$ cat src/rtl/dmem_pkg.sv
// Shared types and constants for the wait-state data memory responder.
package dmem_pkg;

  typedef enum logic [1:0] {
    IDLE = 2'd0,
    WAIT = 2'd1,
    RESP = 2'd2
  } state_t;

  localparam int DEPTH_DEF       = 64;
  localparam int WAIT_CYCLES_DEF = 2;
  localparam int CNT_W           = 4;

endpackage

$ cat src/rtl/dmem_array.sv
// Word storage: synchronous write, asynchronous read; never reset so contents survive rst.
module dmem_array #(
  parameter int DEPTH = 64,
  parameter int AW    = $clog2(DEPTH)
) (
  input  logic          clk,
  input  logic          we,
  input  logic [AW-1:0] waddr,
  input  logic [31:0]   wdata,
  input  logic [AW-1:0] raddr,
  output logic [31:0]   rdata
);

  logic [31:0] mem [DEPTH];

  always_ff @(posedge clk) begin
    if (we) mem[waddr] <= wdata;
  end

  assign rdata = mem[raddr];

endmodule

$ cat src/rtl/dmem_responder.sv
// Single-outstanding data memory responder with programmable wait states and
// alignment/range checking.
//
// state | meaning
// IDLE  | ready for a request; req_ready = 1
// WAIT  | request latched; down-counter runs, access happens at terminal count
// RESP  | response held on rsp_* until rsp_ready
module dmem_responder
  import dmem_pkg::*;
#(
  parameter int DEPTH       = DEPTH_DEF,
  parameter int WAIT_CYCLES = WAIT_CYCLES_DEF
) (
  input  logic        clk,
  input  logic        rst,
  input  logic        req_valid,
  input  logic        req_we,
  input  logic [31:0] req_addr,
  input  logic [31:0] req_wdata,
  output logic        req_ready,
  output logic        rsp_valid,
  output logic [31:0] rsp_rdata,
  output logic        rsp_err,
  input  logic        rsp_ready
);

  localparam int AW = $clog2(DEPTH);

  state_t           state, state_next;
  logic [CNT_W-1:0] cnt;
  logic             lat_we;
  logic [31:0]      lat_addr;
  logic [31:0]      lat_wdata;
  logic             accept, access, addr_err, mem_we;
  logic [31:0]      mem_rdata;
  logic [31:0]      rdata_q;
  logic             err_q;

  assign req_ready = (state == IDLE);
  assign rsp_valid = (state == RESP);
  assign rsp_rdata = rdata_q;
  assign rsp_err   = err_q;

  assign accept   = req_valid && req_ready;
  assign access   = (state == WAIT) && (cnt == '0);
  assign addr_err = (lat_addr[1:0] != 2'b00) || (lat_addr[31:2] >= 30'(DEPTH));
  // Rejected stores must never reach the array, even with an aliasing index.
  assign mem_we   = access && lat_we && !addr_err;

  always_ff @(posedge clk or posedge rst) begin
    if (rst) state <= IDLE;
    else     state <= state_next;
  end

  always_comb begin
    state_next = state;
    case (state)
      IDLE:    if (accept)       state_next = WAIT;
      WAIT:    if (cnt == '0)    state_next = RESP;
      RESP:    if (rsp_ready)    state_next = IDLE;
      default:                   state_next = IDLE;
    endcase
  end

  always_ff @(posedge clk or posedge rst) begin
    if (rst) begin
      cnt       <= '0;
      lat_we    <= 1'b0;
      lat_addr  <= '0;
      lat_wdata <= '0;
      rdata_q   <= '0;
      err_q     <= 1'b0;
    end else begin
      if (accept) begin
        cnt       <= CNT_W'(WAIT_CYCLES);
        lat_we    <= req_we;
        lat_addr  <= req_addr;
        lat_wdata <= req_wdata;
      end else if ((state == WAIT) && (cnt != '0)) begin
        cnt <= cnt - 1'b1;
      end

      if (access) begin
        err_q   <= addr_err;
        rdata_q <= (addr_err || lat_we) ? 32'h0 : mem_rdata;
      end else if ((state == RESP) && rsp_ready) begin
        err_q <= 1'b0;
      end
    end
  end

  dmem_array #(
    .DEPTH (DEPTH),
    .AW    (AW)
  ) u_array (
    .clk   (clk),
    .we    (mem_we),
    .waddr (lat_addr[AW+1:2]),
    .wdata (lat_wdata),
    .raddr (lat_addr[AW+1:2]),
    .rdata (mem_rdata)
  );

endmodule

$ cat config.mk
export PLATFORM = sky130hd
export DESIGN_NAME = dmem_responder
export DESIGN_NICKNAME = d
export VERILOG_FILES = /design/src/rtl/dmem_pkg.sv /design/src/rtl/dmem_array.sv /design/src/rtl/dmem_responder.sv
export SDC_FILE = /design/constraint.sdc
export NUM_CORES = 2
export LEC_CHECK = 0
export CAP_MARGIN = 30
export CELL_PAD_IN_SITES_DETAIL_PLACEMENT = 0
export CELL_PAD_IN_SITES_GLOBAL_PLACEMENT = 1
export CORE_MARGIN = 10
export CORE_UTILIZATION = 46
export CTS_CLUSTER_DIAMETER = 150
export DETAILED_ROUTE_END_ITERATION = 8
export DONT_BUFFER_PORTS = 1
export PLACE_DENSITY = 0.77
export SLEW_MARGIN = 10
export SYNTH_ARGS = -nofsm -noshare
export SYNTH_HDL_FRONTEND = slang
export SYNTH_HIERARCHICAL = 1
export SYNTH_SLANG_ARGS = --single-unit
$ cat constraint.sdc
create_clock -name clk -period 5.3 [get_ports clk]
set_input_delay 1.06 -clock clk [delete_from_list [all_inputs] [get_ports clk]]
set_output_delay 1.06 -clock clk [all_outputs]
set_load 0.01 [all_outputs]
# Word-level counts from Yosys, hierarchy flattened

Memory sizes are Yosys's and may differ from the RTL's.
Cells that the tools add are included.

Register bits after elaboration: 104
RAM bits: 2048
Bits of input ports: 69
Output and inout bits: 35
Word-level logic and storage cells: 42
Memories kept: 1

Add/sub/neg operators: 1
Order comparisons: 1
Eq/ne operators: 5
Mux-type cells: 11
Reduce and logical (&&, ||, !) cells: 16

Memories:

| name        | words | width | read ports | clocked after memory_dff | wr ports | RTL line         | RTL |
|---|---|---|---|---|---|---|---|
| u_array.mem | 64    | 32    | 1          | 0                        | 1        | dmem_array.sv:14 | `logic [31:0] mem [DEPTH];` |

Operators with widths:

| operator                                                                | number |
|---|---|
| 32-bit two-way mux                                                      | 1 |
| 30-bit by 7-bit >= comparator with 1-bit output (second input constant) | 1 |
| 4-bit two-way mux                                                       | 2 |
| 1-bit logical AND                                                       | 6 |
| 2-bit two-way mux                                                       | 3 |
| 2-bit case mux with 3 select lines                                      | 1 |
| 2-bit nonzero test                                                      | 3 |
| 4-bit zero test                                                         | 1 |
| 1-bit two-way mux                                                       | 4 |
| 2-bit by 1-bit != test with 1-bit output (second input constant)        | 2 |
| 4-bit nonzero test                                                      | 1 |
| 4-bit by 1-bit subtractor with 4-bit output (second input constant)     | 1 |
| 3-bit AND reduction                                                     | 1 |
| 2-bit by 1-bit equality test with 1-bit output (second input constant)  | 1 |
| 2-bit equality test (second input constant)                             | 1 |
| 2-bit zero test                                                         | 1 |
| 1-bit logical OR                                                        | 2 |
| 2-bit != test (second input constant)                                   | 1 |
| 1-bit zero test                                                         | 1 |

# Longest topological paths before layout

Word-level depth: 6
Gate-level depth with buffers: 13
Depth with buffers taken out: 8

# By module

Netlist, hierarchy kept.

Modules (own cells, without submodules):

| module         | instances | cells each | area an instance (µm²) | seq. area each (µm²) |
|---|---|---|---|---|
| dmem_array     | 1         | 3292       | 77874.7                | 61499.0 |
| dmem_responder | 1         | 383        | 4738.3                 | 2602.5 |

# Worst setup path after synthesis

Ideal clock, no wire load.

Path type: flip-flop to flip-flop
From: reg lat_addr[20]
To: mem u_array.mem[48][0] (enable)
Library setup time: 0.461 ns
Arrival: 4.210 ns
Required time: 4.839 ns
Path slack: 0.629 ns
Cell stages (with the launch flop): 8
Buffers on the path: 1
Clock period less this slack: 4.671 ns
Cells stage by stage: dfrtp_1 nor4_1 nand3_1 clkbuf_1 nor4_1 nor2b_1 nand4b_1 nor3_1

Cells in the longest elaborated chain, start to end: 6

RTL lines:

| what                                            | RTL line             | RTL |
|---|---|---|
| from (decl)                                     | dmem_responder.sv:32 | `logic [31:0] lat_addr;` |
| from (signal assigned)                          | dmem_responder.sv:77 | `lat_addr <= req_addr;` |
| 30-bit by 7-bit >= comparator with 1-bit output | dmem_responder.sv:46 | `assign addr_err = (lat_addr[1:0] != 2'b00) \|\| (lat_addr[31:2] >= 30'(DEPTH));` |
| 1-bit logical OR                                | dmem_responder.sv:46 |  |
| 1-bit zero test                                 | dmem_responder.sv:48 | `assign mem_we = access && lat_we && !addr_err;` |
| 1-bit logical AND                               | dmem_responder.sv:48 |  |
| named net mem_we                                | dmem_responder.sv:34 | `logic accept, access, addr_err, mem_we;` |
| 1-bit two-way mux                               | dmem_array.sv:17     | `if (we) mem[waddr] <= wdata;` |
| 1-bit two-way mux (implied by the code)         | dmem_array.sv:17     |  |
| to (decl)                                       | dmem_array.sv:14     |  |

The timed path passes the listed nets, and every way through them passes these cells.

# Final worst setup path

From: reg lat_addr[10]
To: mem u_array.mem[26][15] (enable)

The elaborated chain is that of the path after synthesis.

==> impl_results.md <==
- Via count: 39.9k
- Tightest Pin Transition: 1.24 ns
- Synthesized area: 82600 sq um
- Tmin final: 3.98 ns
- CP Buf/Inv Count: 3
- First DRT Iteration DRCs: 5205
- Final WL: 209000 um
- Syn nets: 3745
- Max Cap Violations: 0
- Max stage delay on crit path: 0.78 ns
- Worst Setup SP: lat_addr[10]$_DFFE_PP0P_
- DPL Wire Length: 118000 um
- Num CTS Buffers: 198
- Core area: 179000 sq um
- DRT Pass-1 Iters: 6
- CTS tree: built
- Worst path slowest cell: nor2_4
- Largest net degree at the start of global routing: 123
- Hold Fails Final Rpt: 0
- Die area: 197000 sq um
- Die width: 444 um
- Cell variety after synth: 52
- Critical path type: flip-flop to flip-flop
- Max-slew violation count: 0
- H-tree levels: 4
- Vias in the first global route: 40.0k
- Sw frac: 0.328
- Routed vias/inst: 6.27
- FILL cells: 13.4k
- P_sw: 17400 uW
- IO Port Bufs: 0
- # rows: 155
- RSZ-0062 raised after global routing: false
- Sequential share of the synthesized area: 0.776
- Clock share of power: 0.268
- Async SR Flop Fraction: 0.0483
- Flop pwr share: 0.427
- Post-CTS setup repair buffer count: 0
- Clk_lat worst skew: 0.84 ns
- CTS root buf: clkbuf_16
- Cells after Synth: 3675
- Initial antenna violation count: 6
- CP arrival: 4.51 ns
- First-pass GRT wire length: 298000 um
- Skew final: 0.0382 ns
- Ys flop type: edfxtp_1
- Total grt overflow: 0
- Worst path cell trace: nor4_1 -> nand4_1 -> buf_4 -> nor4_1 -> buf_4 -> nor2b_1 -> nand2_1 -> nor2_4 -> buf_12
- Gr usage total: 0.209
- Reg clk slew, reported paths: 0.06 ns
- Top-area cell type share of the netlist area: 0.744
- Pwr Total: 52800 uW
- Post-cts hold buffer count: 0
- Post-synth EDFFs: 2048
- Delay-heaviest family, CP: simple AND/OR/NAND/NOR gates
- Initial Util: 0.463
- Detail Route Antenna Nets: 0
- Power Density: 566 nW/um^2
- CP Launch Type: flip-flop
- Peak supply drop: 0.538 mV
- Clock buffer depth: 3
- Final Cycle Share: 0.751
- Outcome: complete, no violations
- Synth Register Bits: 2152
- Most frequent cells in the layout: edfxtp_1 (2048), mux4_2 (544), clkbuf_16 (199), buf_4 (148), mux2i_1 (93)
- Area leader, netlist: edfxtp_1
- Routability cong.: 0.824
- PostCTS Resize Cnt: 0
- Setup TNS: 0 ns
- Die Y: 444 um
- Final net count: 3905
- Hold Path Class: input port to asynchronous set/reset pin
- Syn avg cell area: 22.5 sq um
- Drc violations: 0
- Clk sink count: 2152
- FF-to-FF Start: lat_addr[10]$_DFFE_PP0P_
- Pleak: 0.0290 uW
- Int Pwr: 35500 uW
- Most common cell after layout, fill and taps aside: edfxtp_1
- Worst-path maximum fanout: 34
- Synth-to-layout area growth: 12.9%
- Critical Path RT: 5.83 ns
- Wire per inst: 32.8 um
- Slew HR: 0.172
- Io pins: 104
- Final setup vio count: 0
- Synth warnings: 6
- Share of layout cells above drive strength 1: 0.292
- Gate power share: 0.305
- Synth area leaders: edfxtp_1 (74%), mux4_2 (15%), dfrtp_1 (3.2%), mux2i_1 (1.1%), mux2_2 (0.65%)
- CP endpoint kind: flip-flop
- Max frequency: 251 MHz
==> worst register-to-register path, stage by stage (launching register included) <==
cell	delay, ns
dfrtp_1	0.38
nor4_1	0.31
nand4_1	0.14
buf_4	0.30
nor4_1	0.38
buf_4	0.25
nor2b_1	0.28
nand2_1	0.56
nor2_4	0.79
buf_12	0.28
==> sequential cells by signal, summed over array words and instances, names as in the netlist <==
register	cells
lat_wdata	32
rsp_err	1
u_array/mem	2048
state	2
cnt	4
lat_we	1
rsp_rdata	32
lat_addr	32
==> synthesized netlist by cell type (all sizes together), types with 9 or more instances <==
library cell and n:
a21oi 65, o221ai 27, nor2 140, a22oi 12
o21ai 37, clkbuf 95, nand2 27, mux2 65
nor2b 49, edfxtp 2048, o22ai 84, buf 128
dfrtp 104, nand2b 9, o31ai 32, o2111ai 32
mux4 544, mux2i 93
==> worst paths after layout <==
kind | to | slack, ns | depth (start not counted)
min | cnt[0]$_DFFE_PP0P_ | 0.28 | 1
max | u_array/mem[26][15]$_DFFE_PP_ | 1.32 | 9
max reg2reg | u_array/mem[26][15]$_DFFE_PP_ | 1.32 | 9
max in group asynchronous | lat_wdata[14]$_DFFE_PP0P_ | 3.76 | 2
min in group clk | lat_addr[15]$_DFFE_PP0P_ | 0.36 | 1
min reg2reg | lat_addr[15]$_DFFE_PP0P_ | 0.49 | 1
==> cells by family after synthesis <==
group | count (synthesis) | synth area share
AO/OA/AOI/OAI | 311 | 0.0252
multiplexers | 702 | 0.168
buffers and inverters | 229 | 0.0139
AND/OR/NAND/NOR | 280 | 0.0164
flip-flops | 2152 | 0.776
adder cells (fa/ha/maj) | 1 | 0.000151
==> metrics by stage <==
stage	std cells	setup WS, ns	instance area (sq um)	hold WS (ns)	utilization
CTS	6361	1.39	93200	0.263	0.522
finish	6367	1.32	93300	0.283	0.522
detailed placement	5988	1.42	86800	0.480	0.486
floorplan	3675	0.629	82600	0.458	-
global placement	5985	1.32	86700	0.471	0.485
global route	6363	1.20	93300	0.317	0.522
==> per-layer routing <==
metal,up-vias,wire [um],track usage,part of all wire
met5,-,17,0,0.000081
met1,21400,78400,0.280,0.38
met2,2255,101000,0.332,0.48
met3,325,22700,0.0584,0.11
li1,16000,-,-,-
met4,2,6780,0.0668,0.032
==> power groups by stage <==
stage | combinational [uW] | clock [uW] | sequential (uW)
finish | 16100 | 14100 | 22600
global route | 16900 | 15000 | 22600
CTS | 16100 | 14300 | 22600
detailed placement | 16000 | 0 | 22900
global placement | 15700 | 0 | 23000
floorplan | 9160 | 0 | 23300
==> final cells by class <==
class / instances / area, sq um / area share
Clock buffer: 250 / 5260 / 0.0564
Timing Repair Buffer: 183 / 1830 / 0.0196
Multi-Input combinational cell: 1294 / 17900 / 0.191
Inverter: 6 / 25.0 / 0.000268
Tap cell: 2355 / 2950 / 0.0316
Sequential cell: 2152 / 64200 / 0.688
Antenna cell: 4 / 10.0 / 0.000107
Clock inverter: 123 / 1190 / 0.0128
No activity file was read; power rests on OpenSTA's default activity.
